`config.mk`:
```
export PLATFORM = sky130hd
export DESIGN_NAME = ysyx_22050058_mem_arbiter_flat
export DESIGN_NICKNAME = d
export VERILOG_FILES = /design/src/rtl/ysyx_22050058_mem_arbiter_if.sv /design/src/rtl/ysyx_22050058_mem_arbiter.sv /design/src/flat_wrapper.sv
export SDC_FILE = /design/constraint.sdc
export NUM_CORES = 1
export LEC_CHECK = 0
export BUFFER_PORTS_ARGS = -buffer_cell sky130_fd_sc_hd__buf_4
export CORE_AREA = 10 10 202 204
export DETAILED_ROUTE_END_ITERATION = 10
export DIE_AREA = 0 0 212 214
export SLEW_MARGIN = 20
export SYNTH_ARGS = -nofsm -noshare
export SYNTH_HDL_FRONTEND = slang
export SYNTH_SLANG_ARGS = --single-unit
```
`constraint.sdc`:
```
create_clock -name clk -period 1.6 [get_ports clk]
set_input_delay 0.16 -clock clk [delete_from_list [all_inputs] [get_ports clk]]
set_output_delay 0.16 -clock clk [all_outputs]
set_load 0.05 [all_outputs]
```
`src/rtl/ysyx_22050058_mem_arbiter_if.sv`:
```
// ysyx_22050058_mem_arbiter_if: request, response and memory-port signals of the IF/LS memory arbiter.
// slave is the arbiter's view; master is the surrounding pipeline and memory model.
interface ysyx_22050058_mem_arbiter_if #(
    parameter int ADDR_W = 64,
    parameter int DATA_W = 64
);
    logic                if_req_valid_i;
    logic                if_req_ready_o;
    logic [ADDR_W-1:0]   if_addr_i;
    logic                if_resp_valid_o;
    logic [DATA_W-1:0]   if_rdata_o;
    logic                ls_req_valid_i;
    logic                ls_req_ready_o;
    logic [ADDR_W-1:0]   ls_addr_i;
    logic                ls_wen_i;
    logic [DATA_W-1:0]   ls_wdata_i;
    logic [DATA_W/8-1:0] ls_wmask_i;
    logic                ls_resp_valid_o;
    logic [DATA_W-1:0]   ls_rdata_o;
    logic                mem_req_valid_o;
    logic                mem_req_ready_i;
    logic [ADDR_W-1:0]   mem_addr_o;
    logic                mem_wen_o;
    logic [DATA_W-1:0]   mem_wdata_o;
    logic [DATA_W/8-1:0] mem_wmask_o;
    logic                mem_resp_valid_i;
    logic [DATA_W-1:0]   mem_rdata_i;
    logic                err_o;

    modport slave (
        input  if_req_valid_i, if_addr_i, ls_req_valid_i, ls_addr_i, ls_wen_i, ls_wdata_i, ls_wmask_i,
               mem_req_ready_i, mem_resp_valid_i, mem_rdata_i,
        output if_req_ready_o, if_resp_valid_o, if_rdata_o, ls_req_ready_o, ls_resp_valid_o, ls_rdata_o,
               mem_req_valid_o, mem_addr_o, mem_wen_o, mem_wdata_o, mem_wmask_o, err_o
    );

    modport master (
        output if_req_valid_i, if_addr_i, ls_req_valid_i, ls_addr_i, ls_wen_i, ls_wdata_i, ls_wmask_i,
               mem_req_ready_i, mem_resp_valid_i, mem_rdata_i,
        input  if_req_ready_o, if_resp_valid_o, if_rdata_o, ls_req_ready_o, ls_resp_valid_o, ls_rdata_o,
               mem_req_valid_o, mem_addr_o, mem_wen_o, mem_wdata_o, mem_wmask_o, err_o
    );
endinterface

```
`src/rtl/ysyx_22050058_mem_arbiter.sv`:
```
// ysyx_22050058_mem_arbiter: shares one memory port between IF and LS with round-robin grant,
// one outstanding transaction and a response watchdog.
module ysyx_22050058_mem_arbiter #(
    parameter int ADDR_W  = 64,
    parameter int DATA_W  = 64,
    parameter int TIMEOUT = 255
) (
    input logic clk,
    input logic rst,
    ysyx_22050058_mem_arbiter_if.slave bus
);
    localparam int CW = TIMEOUT > 0 ? $clog2(TIMEOUT + 1) : 1;

    typedef enum logic [1:0] {IDLE, ISSUE, WAIT} state_e;

    state_e              state_q, state_d;
    logic                owner_ls_q, owner_ls_d;
    logic                last_ls_q, last_ls_d;
    logic [CW-1:0]       cnt_q, cnt_d;
    logic [ADDR_W-1:0]   addr_q, addr_d;
    logic                wen_q, wen_d;
    logic [DATA_W-1:0]   wdata_q, wdata_d;
    logic [DATA_W/8-1:0] wmask_q, wmask_d;
    logic [DATA_W-1:0]   if_rdata_q, if_rdata_d;
    logic [DATA_W-1:0]   ls_rdata_q, ls_rdata_d;
    logic                if_rv_q, if_rv_d;
    logic                ls_rv_q, ls_rv_d;
    logic                err_q, err_d;
    logic                grant_ls, if_rdy, ls_rdy, tmo;
    logic [DATA_W-1:0]   rsp;

    // LS wins when alone, or when both ask and IF was the last one served
    assign grant_ls = bus.ls_req_valid_i && (!bus.if_req_valid_i || !last_ls_q);
    assign ls_rdy   = state_q == IDLE && grant_ls;
    assign if_rdy   = state_q == IDLE && bus.if_req_valid_i && !grant_ls;
    assign tmo      = TIMEOUT != 0 && cnt_q == CW'(TIMEOUT) && !bus.mem_resp_valid_i;
    assign rsp      = bus.mem_resp_valid_i ? bus.mem_rdata_i : '0;

    always_comb begin
        state_d    = state_q;
        owner_ls_d = owner_ls_q;
        last_ls_d  = last_ls_q;
        cnt_d      = cnt_q;
        addr_d     = addr_q;
        wen_d      = wen_q;
        wdata_d    = wdata_q;
        wmask_d    = wmask_q;
        if_rdata_d = if_rdata_q;
        ls_rdata_d = ls_rdata_q;
        if_rv_d    = 1'b0;
        ls_rv_d    = 1'b0;
        err_d      = 1'b0;
        if (if_rdy || ls_rdy) begin
            state_d    = ISSUE;
            owner_ls_d = ls_rdy;
            last_ls_d  = ls_rdy;
            addr_d     = ls_rdy ? bus.ls_addr_i : bus.if_addr_i;
            wen_d      = ls_rdy && bus.ls_wen_i;
            wdata_d    = ls_rdy ? bus.ls_wdata_i : '0;
            wmask_d    = ls_rdy ? bus.ls_wmask_i : '0;
        end else if (state_q == ISSUE && bus.mem_req_ready_i) begin
            state_d = WAIT;
            cnt_d   = '0;
        end else if (state_q == WAIT) begin
            cnt_d = cnt_q + 1'b1;
            if (bus.mem_resp_valid_i || tmo) begin
                state_d    = IDLE;
                if_rv_d    = !owner_ls_q;
                ls_rv_d    = owner_ls_q;
                err_d      = tmo;
                if_rdata_d = owner_ls_q ? if_rdata_q : rsp;
                ls_rdata_d = owner_ls_q ? rsp : ls_rdata_q;
            end
        end
    end

    always_ff @(posedge clk) begin
        if (rst) begin
            state_q    <= IDLE;
            owner_ls_q <= 1'b0;
            last_ls_q  <= 1'b0;
            cnt_q      <= '0;
            addr_q     <= '0;
            wen_q      <= 1'b0;
            wdata_q    <= '0;
            wmask_q    <= '0;
            if_rdata_q <= '0;
            ls_rdata_q <= '0;
            if_rv_q    <= 1'b0;
            ls_rv_q    <= 1'b0;
            err_q      <= 1'b0;
        end else begin
            state_q    <= state_d;
            owner_ls_q <= owner_ls_d;
            last_ls_q  <= last_ls_d;
            cnt_q      <= cnt_d;
            addr_q     <= addr_d;
            wen_q      <= wen_d;
            wdata_q    <= wdata_d;
            wmask_q    <= wmask_d;
            if_rdata_q <= if_rdata_d;
            ls_rdata_q <= ls_rdata_d;
            if_rv_q    <= if_rv_d;
            ls_rv_q    <= ls_rv_d;
            err_q      <= err_d;
        end
    end

    assign bus.if_req_ready_o  = if_rdy;
    assign bus.ls_req_ready_o  = ls_rdy;
    assign bus.if_resp_valid_o = if_rv_q;
    assign bus.ls_resp_valid_o = ls_rv_q;
    assign bus.if_rdata_o      = if_rdata_q;
    assign bus.ls_rdata_o      = ls_rdata_q;
    assign bus.mem_req_valid_o = state_q == ISSUE;
    assign bus.mem_addr_o      = addr_q;
    assign bus.mem_wen_o       = wen_q;
    assign bus.mem_wdata_o     = wdata_q;
    assign bus.mem_wmask_o     = wmask_q;
    assign bus.err_o           = err_q;
endmodule

```
`src/flat_wrapper.sv`:
```
// flat-port wrapper written by rule: the top's interface ports become plain ports
module ysyx_22050058_mem_arbiter_flat 
#(
    parameter int ADDR_W  = 64,
    parameter int DATA_W  = 64,
    parameter int TIMEOUT = 255
)
  (clk, rst, bus_if_req_valid_i, bus_if_addr_i, bus_ls_req_valid_i, bus_ls_addr_i, bus_ls_wen_i, bus_ls_wdata_i, bus_ls_wmask_i, bus_mem_req_ready_i, bus_mem_resp_valid_i, bus_mem_rdata_i, bus_if_req_ready_o, bus_if_resp_valid_o, bus_if_rdata_o, bus_ls_req_ready_o, bus_ls_resp_valid_o, bus_ls_rdata_o, bus_mem_req_valid_o, bus_mem_addr_o, bus_mem_wen_o, bus_mem_wdata_o, bus_mem_wmask_o, bus_err_o);
  ysyx_22050058_mem_arbiter_if #(.ADDR_W(ADDR_W), .DATA_W(DATA_W)) bus_i ();
  input logic clk;
  input logic rst;
  input wire logic [$bits(bus_i.if_req_valid_i)-1:0] bus_if_req_valid_i;
  input wire logic [$bits(bus_i.if_addr_i)-1:0] bus_if_addr_i;
  input wire logic [$bits(bus_i.ls_req_valid_i)-1:0] bus_ls_req_valid_i;
  input wire logic [$bits(bus_i.ls_addr_i)-1:0] bus_ls_addr_i;
  input wire logic [$bits(bus_i.ls_wen_i)-1:0] bus_ls_wen_i;
  input wire logic [$bits(bus_i.ls_wdata_i)-1:0] bus_ls_wdata_i;
  input wire logic [$bits(bus_i.ls_wmask_i)-1:0] bus_ls_wmask_i;
  input wire logic [$bits(bus_i.mem_req_ready_i)-1:0] bus_mem_req_ready_i;
  input wire logic [$bits(bus_i.mem_resp_valid_i)-1:0] bus_mem_resp_valid_i;
  input wire logic [$bits(bus_i.mem_rdata_i)-1:0] bus_mem_rdata_i;
  output wire logic [$bits(bus_i.if_req_ready_o)-1:0] bus_if_req_ready_o;
  output wire logic [$bits(bus_i.if_resp_valid_o)-1:0] bus_if_resp_valid_o;
  output wire logic [$bits(bus_i.if_rdata_o)-1:0] bus_if_rdata_o;
  output wire logic [$bits(bus_i.ls_req_ready_o)-1:0] bus_ls_req_ready_o;
  output wire logic [$bits(bus_i.ls_resp_valid_o)-1:0] bus_ls_resp_valid_o;
  output wire logic [$bits(bus_i.ls_rdata_o)-1:0] bus_ls_rdata_o;
  output wire logic [$bits(bus_i.mem_req_valid_o)-1:0] bus_mem_req_valid_o;
  output wire logic [$bits(bus_i.mem_addr_o)-1:0] bus_mem_addr_o;
  output wire logic [$bits(bus_i.mem_wen_o)-1:0] bus_mem_wen_o;
  output wire logic [$bits(bus_i.mem_wdata_o)-1:0] bus_mem_wdata_o;
  output wire logic [$bits(bus_i.mem_wmask_o)-1:0] bus_mem_wmask_o;
  output wire logic [$bits(bus_i.err_o)-1:0] bus_err_o;
  assign bus_i.if_req_valid_i = bus_if_req_valid_i;
  assign bus_i.if_addr_i = bus_if_addr_i;
  assign bus_i.ls_req_valid_i = bus_ls_req_valid_i;
  assign bus_i.ls_addr_i = bus_ls_addr_i;
  assign bus_i.ls_wen_i = bus_ls_wen_i;
  assign bus_i.ls_wdata_i = bus_ls_wdata_i;
  assign bus_i.ls_wmask_i = bus_ls_wmask_i;
  assign bus_i.mem_req_ready_i = bus_mem_req_ready_i;
  assign bus_i.mem_resp_valid_i = bus_mem_resp_valid_i;
  assign bus_i.mem_rdata_i = bus_mem_rdata_i;
  assign bus_if_req_ready_o = bus_i.if_req_ready_o;
  assign bus_if_resp_valid_o = bus_i.if_resp_valid_o;
  assign bus_if_rdata_o = bus_i.if_rdata_o;
  assign bus_ls_req_ready_o = bus_i.ls_req_ready_o;
  assign bus_ls_resp_valid_o = bus_i.ls_resp_valid_o;
  assign bus_ls_rdata_o = bus_i.ls_rdata_o;
  assign bus_mem_req_valid_o = bus_i.mem_req_valid_o;
  assign bus_mem_addr_o = bus_i.mem_addr_o;
  assign bus_mem_wen_o = bus_i.mem_wen_o;
  assign bus_mem_wdata_o = bus_i.mem_wdata_o;
  assign bus_mem_wmask_o = bus_i.mem_wmask_o;
  assign bus_err_o = bus_i.err_o;
  ysyx_22050058_mem_arbiter #(.ADDR_W(ADDR_W), .DATA_W(DATA_W), .TIMEOUT(TIMEOUT)) u_core (.clk(clk), .rst(rst), .bus(bus_i));
endmodule
```
==> summary.md, run 1 <==
| Metric | Value |
|---|---|
| Status | finished with violations |
| Failing checks | setup timing |
| Synthesized area per cell | 9.73 um^2 |
| GRT Util Overall | 23.2% |
| CP Launch Type | flop |
| Reg2reg end | u_core.bus.mem_addr_o[2] |
| Final setup TNS | -4.08 ns |
| Synth area leaders | dfxtp_1, a311oi_1, a31oi_1 |
| Slowest library cell on the worst path | dfxtp_2 |
| Distinct cells, synth | 40 |
| FILL cells | 3058 |
| Kind of critical path | reg -> out |
| Share of cells above drive strength 1 | 38.8% |
| Part of the Yosys area used for sequential elements | 49.4% |
| Drt drc | 0 |
| Setup violators final | 121 |
| Initial drt markers | 1110 |
| Number of global-route vias before repair | 14000 |
| Final period util | 108% |
| Final Max Slew Viols | 0 |
| Largest fanout on the critical path | 5 |
| Post-Place Worst Slack | -0.0622 ns |
| Crit path max-delay family | buffers and inverters |
| Reg clk slew, reported paths | 0.06 ns |
| Worst Path Required | 1.44 ns |
| Peak Freq | 581 MHz |
| Final core occ | 56.7% |
| Leakage | 8.64 nW |
| CTS Buf Count | 31 |
| First-pass GRT wire length | 84900 um |
| Placed cell count | 2111 |
| Row Count | 71 |
| Final worst path period need | 1.72 ns |
| Syn nets | 1434 |
| Cell Chain, Critical Path | buf_6 -> nor2_4 -> buf_12 -> nand3_4 -> inv_2 -> buf_8 |
| H-tree Lvls | 1 |
| Most common flop cell mapped by yosys | dfxtp_1 |
| Cell accounting for the most synthesized area | dfxtp_1 |
| Fin. Hold Viols | 0 |
| R2R Setup Slk | -0.10 ns |
| Hold Path Class | in -> reg |
| Asr flop ratio synth | 0% |
| Post-Syn Instances | 1162 |
| WP buf/inv | 4 |
| Area Growth Syn to Fin | 85.8% |
| Peak supply drop | 0.000779 V |
| Synthesis Warnings | 0 |
| Dpl hpwl | 37200 um |
| Root Buffer | clkbuf_16 |
| Post-synthesis instance area | 0.0113 mm^2 |
| Number of max-cap violations | 0 |
| Vias | 14100 |
| I/O pins | 542 |
| DRT Pass-1 Iters | 5 |
| Area of the core | 0.0370 mm^2 |
| Initial antenna violation count | 9 |
| Wire per inst | 23.8 um |
| Pin count of the biggest net entering global routing | 96 |
| Die W | 212 um |
| Total wire length | 59100 um |
| Worst setup margin | -0.121 ns |
| # port buffers | 541 |
| Count leader, synth | dfxtp_1 |
| R2R depth | 7 |
| Crit path capture | bus_ls_req_ready_o |
| Setup crit start | u_core.state_q[0] |
| Power Dens Cells | 998 mW/mm^2 |
| Post-synth EDFFs | 0 |
| Slew @ Worst Pin | 0.581 ns |
| TritonCTS clock tree | done |
| Post-synth top area share | 49.4% |
| Vias per Instance | 5.66 |
| CP peak stage delay | 0.33 ns |
| Die Height | 214 um |
| Layout Skew | 0.00783 ns |
| Crit. path cell count | 6 |
| Routed Antenna Nets | 0 |
| Max-slew headroom at the worst pin | 61.3% |
| Crit path DAT | 1.56 ns |
| Flops & latches, synth | 279 |
| Initial Util | 30.5% |
| Clock Latency Late Sink | 0.58 ns |
| Max Root-Sink Buffers | 3 |
| Final cell count without fillers | 2483 |
| Die area | 0.0454 mm^2 |
| Grt total ovfl | 0 |
| RSZ-0062 raised after global routing | true |
| RD Place Congestion | 0.876 |
| Launching point of the worst reg2reg path | u_core.state_q[0] |
| Crit end category | primary output |
| Nets@finish | 2248 |
| Clock sink count | 279 |
| Most instantiated cells after synthesis | dfxtp_1, a311oi_1, a31oi_1 |
==> placed cells by master (no fill, tap or decap), types with 2 or more instances in the layout <==
| cell | synthesis | layout |
|---|---|---|
| buf_4 | 3 | 604 |
| dfxtp_1 | 279 | 274 |
| dlygate4sd3_1 | 0 | 269 |
| a311oi_1 | 192 | 170 |
| a31oi_1 | 128 | 124 |
| a22o_1 | 73 | 73 |
| nand2_1 | 70 | 69 |
| a21oi_1 | 69 | 68 |
| nand4_1 | 65 | 65 |
| o21ai_0 | 69 | 64 |
| clkbuf_16 | 0 | 45 |
| buf_12 | 0 | 29 |
| a311oi_2 | 0 | 22 |
| buf_6 | 18 | 14 |
| diode_2 | 0 | 10 |
| clkbuf_8 | 0 | 10 |
| nand3_1 | 10 | 9 |
| clkinv_2 | 0 | 7 |
| buf_8 | 0 | 7 |
| o21ai_1 | 0 | 5 |
| mux2i_1 | 5 | 5 |
| nor2_1 | 5 | 4 |
| inv_1 | 5 | 4 |
| nand3b_1 | 4 | 4 |
| clkbuf_1 | 77 | 4 |
| buf_16 | 0 | 4 |
| dfxtp_2 | 0 | 4 |
| nor2_4 | 2 | 3 |
| a31oi_2 | 0 | 3 |
| bufinv_16 | 0 | 3 |
| inv_2 | 1 | 2 |
| a211o_1 | 2 | 2 |
| a211oi_1 | 2 | 2 |
==> cell type report <==
type	instances	area, um^2	area share (%)
diodes	10	25.0	0.119
clock buffers	45	928	4.42
clock inverters	11	134	0.638
inverters	6	22.5	0.107
multi-input cells	716	5130	24.5
flip-flops and latches	279	5590	26.6
well taps	474	593	2.82
repair buffers	942	8560	40.8
==> repair_timing <==
item                                    4_1_cts  5_1_grt
hold buffers                                269        0
pin swaps                                     5       32
resized for setup                            17       62
cloned                                        3       14
endpoints found under the setup margin       38      267
buffers inserted                             11        9
hold endpoints to repair                    269        0
==> worst reg2reg max path, delay by kind of cell (launching register included) <==
kind            cells  cell delay (ns)
simple gates        2             0.31
buf+inv             4             0.65
flops               1             0.33
compound gates      1             0.32
==> stage by stage <==
stage               hold slack (ns)  total power [mW]  instance area (um^2)
CTS                          0.0775              20.7                 20200
finish                       0.0968              20.9                 21000
detailed placement            0.380              12.5                 16200
floorplan                     0.293              10.5                 11300
global placement              0.379              12.5                 16200
global route                 0.0929              21.6                 21000
==> layer usage <==
metal | track usage (%) | routed length [um]
met4 | 12.1 | 3150
met5 | 0 | 0
met2 | 38.7 | 28600
met1 | 26.7 | 22700
met3 | 5.90 | 4620
==> worst min path at each step <==
| stage | start | endpoint | slack, ns | cells after the start |
|---|---|---|---|---|
| 2_1_floorplan | bus_ls_wdata_i[0] | u_core.bus.mem_wdata_o[0] | 0.29 | 1 |
| 3_3_place_gp | bus_ls_wdata_i[43] | u_core.bus.mem_wdata_o[43] | 0.38 | 2 |
| 3_5_place_dp | bus_ls_wdata_i[37] | u_core.bus.mem_wdata_o[37] | 0.38 | 2 |
| 4_1_cts | bus_ls_req_valid_i | u_core.bus.mem_addr_o[11] | 0.08 | 4 |
| 5_1_grt | bus_ls_req_valid_i | u_core.bus.mem_addr_o[0] | 0.09 | 4 |
| 6_report | bus_ls_req_valid_i | u_core.bus.mem_addr_o[0] | 0.1 | 4 |
==> kinds of logic (layout without fill, tap and decap cells) <==
family | count (synthesis) | count (layout) | synth area share (%)
flip-flops | 279 | 279 | 49.4
AO/OA/AOI/OAI | 541 | 541 | 34.5
XOR/XNOR | 1 | 1 | 0.0775
adder cells (fa/ha/maj) | 1 | 1 | 0.111
AND/OR/NAND/NOR | 168 | 168 | 7.94
buffers and inverters | 167 | 1004 | 7.49
other | 0 | 10 | 0
multiplexers | 5 | 5 | 0.443
==> state kept, by name, summed over array words and instances (netlist names) <==
| register | flops |
|---|---|
| u_core.owner_ls_q | 1 |
| u_core.bus.ls_rdata_o | 64 |
| u_core.bus.if_resp_valid_o | 1 |
| u_core.bus.mem_wdata_o | 64 |
| u_core.bus.ls_resp_valid_o | 1 |
| u_core.bus.mem_wen_o | 1 |
| u_core.cnt_q | 8 |
| u_core.state_q | 2 |
| u_core.bus.mem_addr_o | 64 |
| u_core.bus.err_o | 1 |
| u_core.bus.if_rdata_o | 64 |
| u_core.bus.mem_wmask_o | 8 |
==> power breakdown <==
group | leakage [nW] | internal (mW) | switching, mW | total [mW]
clock network | 0.533 | 4.47 | 2.99 | 7.46
registers | 2.28 | 7.35 | 0.255 | 7.61
logic | 5.83 | 2.41 | 3.46 | 5.88
No activity file was read; power rests on OpenSTA's default activity.
==> run 2, diff against run 1 <==
--- a/config.mk
+++ b/config.mk
@@ -9,6 +9,7 @@
 export CORE_AREA = 10 10 202 204
 export DETAILED_ROUTE_END_ITERATION = 10
 export DIE_AREA = 0 0 212 214
+export RECOVER_POWER = 100
 export SLEW_MARGIN = 20
 export SYNTH_ARGS = -nofsm -noshare
 export SYNTH_HDL_FRONTEND = slang
==> run 2 against run 1 <==
Compared with the run above:
- the run still ends with setup timing left
- sequential share of layout area increased by 0.90 points
- first-iteration DRC count increased by 3.5%
- clock skew increased by 0.0012 ns
- cell area decreased by 3.3%
- critical endpoint unchanged
- largest cell class unchanged
- highest routed layer unchanged
==> summary.md, run 2 (synthesis results as in run 1) <==
| Metric | Value |
|---|---|
| Status | finished with violations (unchanged) |
| Failing checks | setup timing (unchanged) |
| Row Count | 71 (unchanged) |
| Share of cells above drive strength 1 | 38.7% (was 38.8%) |
| Peak Freq | 581 MHz (about the same) |
| Cell Chain, Critical Path | buf_6 -> nor2_4 -> buf_12 -> nand3_4 -> inv_2 -> buf_8 (unchanged) |
| Crit end category | primary output (unchanged) |
| Number of global-route vias before repair | 14000 (unchanged) |
| Layout Skew | 0.00902 ns (was 0.00783 ns) |
| Nets@finish | 2248 (unchanged) |
| Max-slew headroom at the worst pin | 61.8% (was 61.3%) |
| Leakage | 8.42 nW (was 8.64 nW) |
| I/O pins | 542 (unchanged) |
| Placed Area | 0.0162 mm^2 (unchanged) |
| Worst setup margin | -0.121 ns (about the same) |
| Initial drt markers | 1149 (was 1110) |
| Grt total ovfl | 0 (unchanged) |
| Commonest non-fill, non-tap cell in the layout | buf_4 (unchanged) |
| Peak supply drop | 0.000777 V (was 0.000779 V) |
| Dpl hpwl | 37200 um (unchanged) |
| Vias | 13900 (was 14100) |
| FF/Latch Area | 0.00559 mm^2 (unchanged) |
| Die W | 212 um (unchanged) |
| Fin. Hold Viols | 0 (unchanged) |
| CTS Buf Count | 31 (unchanged) |
| Final Max Slew Viols | 0 (unchanged) |
| CP peak stage delay | 0.33 ns (about the same) |
| Wire per inst | 23.6 um (was 23.8 um) |
| Vias per Instance | 5.60 (was 5.66) |
| Number of max-cap violations | 0 (unchanged) |
| Root Buffer | clkbuf_16 (unchanged) |
| DRT Pass-1 Iters | 8 (was 5) |
| Max Root-Sink Buffers | 3 (unchanged) |
| GRT Util Overall | 23.2% (unchanged) |
| Commonest cells after routing, fill and taps aside | buf_4, dfxtp_1, clkbuf_2 (was buf_4, dfxtp_1, dlygate4sd3_1) |
| Setup violators final | 129 (was 121) |
| Clock sink count | 279 (unchanged) |
| Initial Util | 30.5% (unchanged) |
| TritonCTS clock tree | done (unchanged) |
| Kind of critical path | reg -> out (unchanged) |
| Final period util | 108% (about the same) |
| CP Launch Type | flop (unchanged) |
| Die Height | 214 um (unchanged) |
| H-tree Lvls | 1 (unchanged) |
| Slew @ Worst Pin | 0.574 ns (was 0.581 ns) |
| FILL cells | 3271 (was 3058) |
| Final setup TNS | -4.02 ns (was -4.08 ns) |
| Post-Place Worst Slack | -0.0622 ns (unchanged) |
| Die area | 0.0454 mm^2 (unchanged) |
| Slowest library cell on the worst path | dfxtp_2 (unchanged) |
| Final instance area | 0.0203 mm^2 (was 0.0210 mm^2) |
| Initial antenna violation count | 9 (unchanged) |
| First-pass GRT wire length | 84900 um (unchanged) |
| Largest fanout on the critical path | 5 (unchanged) |
| RD Place Congestion | 0.876 (unchanged) |
| Crit path max-delay family | buffers and inverters (unchanged) |
| Drt drc | 0 (unchanged) |
| Total wire length | 58600 um (was 59100 um) |
| Routed Antenna Nets | 0 (unchanged) |
| Hold Path Class | in -> reg (unchanged) |
| Final worst path period need | 1.72 ns (about the same) |
| RSZ-0062 raised after global routing | true (unchanged) |
| Power Dens Cells | 1020 mW/mm^2 (was 998 mW/mm^2) |
| Reg clk slew, reported paths | 0.06 ns (about the same) |
| Area of the multi-input gates | 0.00513 mm^2 (about the same) |
| WP buf/inv | 4 (unchanged) |
| Pin count of the biggest net entering global routing | 96 (unchanged) |
| Worst Path Required | 1.44 ns (about the same) |
| Clock Latency Late Sink | 0.57 ns (was 0.58 ns) |
| # port buffers | 541 (unchanged) |
| Crit path DAT | 1.56 ns (about the same) |
| Area Growth Syn to Fin | 79.7% (was 85.8%) |
| Area of the core | 0.0370 mm^2 (unchanged) |
## run 2: cell types whose count changed in the layout (fill, tap and decap cells not counted)
cell | before | now
buf_4 | 604 | 331
nand2b_1 | 0 | 1
diode_2 | 10 | 9
clkbuf_2 | 0 | 273
nand2b_2 | 1 | 0
## run 2: worst reg2reg max path, stage by stage (launching register included)
cell and delay [ns]:
dfxtp_2 0.33, buf_6 0.13, nor2_4 0.13, buf_12 0.11
buf_6 0.22, buf_12 0.19, nand4_1 0.17, a311oi_1 0.32
## run 2: path summary, 6_finish.rpt
kind                              start                          to  slack, ns  depth (start not counted)
min reg2reg  u_core.bus.mem_wdata_o[32]  u_core.bus.mem_wdata_o[32]       0.48                          1
max reg2reg           u_core.state_q[0]    u_core.bus.mem_addr_o[2]      -0.09                          7
min                  bus_ls_req_valid_i   u_core.bus.mem_addr_o[11]        0.1                          4
max                   u_core.state_q[0]          bus_ls_req_ready_o      -0.12                          6
## run 2: stage by stage
step	util [%]	power, mW	hold slack (ns)	std cells
3_3_place_gp	43.8	12.5	0.379	2111
3_5_place_dp	43.8	12.5	0.380	2111
5_1_grt	54.8	21.4	0.0929	2481
2_1_floorplan	-	10.5	0.293	1162
4_1_cts	54.6	20.7	0.0775	2450
6_report	54.8	20.7	0.0967	2482
## run 2: area by class of cell
type | count | area share [%]
diodes | 9 | 0.111
clock buffers | 45 | 4.57
clock inverters | 11 | 0.659
inverters | 6 | 0.111
multi-input cells | 716 | 25.3
flip-flops and latches | 279 | 27.5
well taps | 474 | 2.92
repair buffers | 942 | 38.8
## run 2: power by group
part,switching (mW),total [mW],internal (mW)
Clock,2.99,7.46,4.47
Combinational,3.45,5.62,2.17
Sequential,0.249,7.60,7.35
Total,6.68,20.7,14.0
## run 2: timing repair
action / in CTS / in global routing
gates resized for setup: 17 / 62
pin swaps: 5 / 32
gates cloned: 3 / 14
hold buffers: 269 / 0
setup buffers: 11 / 9
hold endpoints to repair: 269 / 0
setup endpoints to repair: 38 / 267
## run 2: per-layer routing
metal	up-vias	share of wire, %	routed length (um)	track usage [%]
met5	-	0	0	0
met4	0	5.3	3110	12.1
met3	163	7.8	4600	5.90
li1	6343	-	-	-
met1	6715	38	22600	26.7
met2	688	48	28400	38.7
==> run 3, diff against run 2 <==
--- a/config.mk
+++ b/config.mk
@@ -10,6 +10,7 @@
 export DETAILED_ROUTE_END_ITERATION = 10
 export DIE_AREA = 0 0 212 214
 export RECOVER_POWER = 100
+export SKIP_LAST_GASP = 1
 export SLEW_MARGIN = 20
 export SYNTH_ARGS = -nofsm -noshare
 export SYNTH_HDL_FRONTEND = slang
==> run 3 against run 2 <==
Compared with the run above:
- the flow still finishes with violations (setup timing)
- flip-flop and latch count is the same
- maximum frequency down 1.9%
- routed wire length up 0.12%
- combinational power barely moved
- cell count stayed put
- setup slack got worse by 0.033 ns
- global-route usage is the same
- critical path depth grew 1
- critical endpoint is now u_core.bus.mem_addr_o[18]
==> summary.md, run 3 (synthesis results as in run 1) <==
| Metric | Value |
|---|---|
| Max Root-Sink Buffers | 3 (unchanged) |
| # port buffers | 541 (unchanged) |
| Crit end category | flop (was primary output) |
| Area of the core | 0.0370 mm^2 (unchanged) |
| Met3 WL post-DR | 4610 um (was 4600 um) |
| Worst setup margin | -0.154 ns (was -0.121 ns) |
| Commonest cells after routing, fill and taps aside | buf_4, dfxtp_1, clkbuf_2 (unchanged) |
| Top sig layer | met4 (unchanged) |
| Final period util | 110% (was 108%) |
| Die W | 212 um (unchanged) |
| DRT Pass-1 Iters | 8 (unchanged) |
| Worst Path Required | 2.07 ns (was 1.44 ns) |
| Power Dens Cells | 1020 mW/mm^2 (about the same) |
| Peak Freq | 570 MHz (was 581 MHz) |
| Status | finished with violations (unchanged) |
| Slowest library cell on the worst path | a311oi_2 (was dfxtp_2) |
| Routed Antenna Nets | 0 (unchanged) |
| Number of global-route vias before repair | 14000 (about the same) |
| Logic pwr share | 27.2% (about the same) |
| Fin. Hold Viols | 0 (unchanged) |
| Switching power | 6.66 mW (was 6.68 mW) |
| Internal | 14.0 mW (about the same) |
| Clk pwr share | 36.0% (was 36.1%) |
| Final worst path period need | 1.75 ns (was 1.72 ns) |
| Post-Place Worst Slack | -0.0622 ns (unchanged) |
| Slew @ Worst Pin | 0.565 ns (was 0.574 ns) |
| Pin count of the biggest net entering global routing | 96 (unchanged) |
| CP peak stage delay | 0.38 ns (was 0.33 ns) |
| Row Count | 71 (unchanged) |
| Clock sink count | 279 (unchanged) |
| Setup violators final | 141 (was 129) |
| Clock Latency Late Sink | 0.57 ns (about the same) |
| Layout Skew | 0.00764 ns (was 0.00902 ns) |
| Crit path DAT | 2.22 ns (was 1.56 ns) |
| First-pass GRT wire length | 84900 um (unchanged) |
| Initial drt markers | 1130 (was 1149) |
| Failing checks | setup timing (unchanged) |
| Share of cells above drive strength 1 | 38.6% (was 38.7%) |
| RD Place Congestion | 0.876 (unchanged) |
| Total wire length | 58700 um (was 58600 um) |
| Peak supply drop | 0.000777 V (about the same) |
| Drt drc | 0 (unchanged) |
| Max-slew headroom at the worst pin | 62.3% (was 61.8%) |
| CTS Buf Count | 31 (unchanged) |
| TritonCTS clock tree | done (unchanged) |
| Largest fanout on the critical path | 20 (was 5) |
| Kind of critical path | reg -> reg (was reg -> out) |
| RSZ-0062 raised after global routing | true (unchanged) |
| Register share of total power | 36.8% (about the same) |
| Root Buffer | clkbuf_16 (unchanged) |
| Leakage | 8.41 nW (was 8.42 nW) |
| Number of max-cap violations | 0 (unchanged) |
| Commonest non-fill, non-tap cell in the layout | buf_4 (unchanged) |
| Met2 wire length | 28200 um (was 28400 um) |
| H-tree Lvls | 1 (unchanged) |
| I/O pins | 542 (unchanged) |
| Grt total ovfl | 0 (unchanged) |
| Hold Path Class | in -> reg (unchanged) |
| GRT Util Overall | 23.2% (unchanged) |
| Initial antenna violation count | 9 (unchanged) |
| Final core occ | 54.7% (was 54.8%) |
| CP Launch Type | flop (unchanged) |
| Dpl hpwl | 37200 um (unchanged) |
| Initial Util | 30.5% (unchanged) |
| Wire per inst | 23.7 um (was 23.6 um) |
| Reg clk slew, reported paths | 0.06 ns (about the same) |
| Die area | 0.0454 mm^2 (unchanged) |
| Vias per Instance | 5.62 (was 5.60) |
| Cell Chain, Critical Path | buf_6 -> nor2_4 -> buf_12 -> buf_6 -> buf_12 -> nand4_1 -> a311oi_2 (was buf_6 -> nor2_4 -> buf_12 -> nand3_4 -> inv_2 -> buf_8) |
| Nets@finish | 2248 (unchanged) |
| M1 WL | 22700 um (was 22600 um) |
| Area Growth Syn to Fin | 79.3% (was 79.7%) |
| Die Height | 214 um (unchanged) |
| Vias | 14000 (was 13900) |
| Sw frac | 32.3% (about the same) |
| Final Max Slew Viols | 0 (unchanged) |
==> run 3: changes by cell type in the layout (fill, tap and decap cells not counted) <==
| cell | change |
|---|---|
| o21ai_1 | -1 |
| buf_4 | +5 |
| a311oi_2 | -3 |
| bufbuf_16 | +1 |
| buf_8 | -2 |
| buf_16 | -1 |
| o21ai_0 | +1 |
| a311oi_1 | +3 |
| buf_6 | -3 |
==> run 3: what timing repair did <==
item,4_1_cts,5_1_grt
buffers inserted,11,9
pin swaps,5,18
cloned,3,14
hold buffers,269,0
hold endpoints to repair,269,0
gates resized for setup,17,50
endpoints found under the setup margin,38,267
==> run 3: cell type report <==
cell class,count,area (um^2)
clock inverters,11,134
inverters,6,22.5
multi-input cells,716,5110
diodes,9,22.5
repair buffers,942,7860
well taps,474,593
flip-flops and latches,279,5590
fillers,3274,16800
clock buffers,45,928
==> run 3: critical path: cells and delay by family (launching register included) <==
family,cells,cell delay (ns)
simple gates,2,0.29
flops,1,0.33
compound gates,1,0.38
buf+inv,4,0.65
==> run 3: worst paths after layout <==
kind	depth (start not counted)	startpoint	slack [ns]	endpoint
max	7	u_core.state_q[0]	-0.15	u_core.bus.mem_addr_o[18]
min	4	bus_ls_req_valid_i	0.1	u_core.bus.mem_addr_o[11]
max reg2reg	7	u_core.state_q[0]	-0.15	u_core.bus.mem_addr_o[18]
min reg2reg	1	u_core.bus.mem_wdata_o[32]	0.48	u_core.bus.mem_wdata_o[32]
==> run 3: through the flow <==
stage | std cells | total power, mW | area, um^2 | setup TNS (ns) | hold WS (ns)
2_1_floorplan | 1162 | 10.5 | 11300 | 0 | 0.293
3_3_place_gp | 2111 | 12.5 | 16200 | 0 | 0.379
3_5_place_dp | 2111 | 12.5 | 16200 | -0.123 | 0.380
4_1_cts | 2450 | 20.7 | 20200 | -9.32 | 0.0775
5_1_grt | 2481 | 21.4 | 20300 | -21.60 | 0.0929
6_report | 2482 | 20.7 | 20300 | -4.65 | 0.0991
==> run 3: power by group through the flow <==
stage | combinational, mW | clock (mW) | sequential, mW
2_1_floorplan | 1.46 | 0 | 9.04
3_3_place_gp | 4.78 | 0 | 7.72
3_5_place_dp | 4.81 | 0 | 7.73
4_1_cts | 5.53 | 7.55 | 7.58
5_1_grt | 5.88 | 7.84 | 7.63
6_report | 5.62 | 7.44 | 7.60
==> run 3: metal layers <==
layer,global-route usage [%],up-vias
met5,0,-
met4,12.1,0
met3,5.90,181
met2,38.7,711
met1,26.7,6729
li1,-,6335
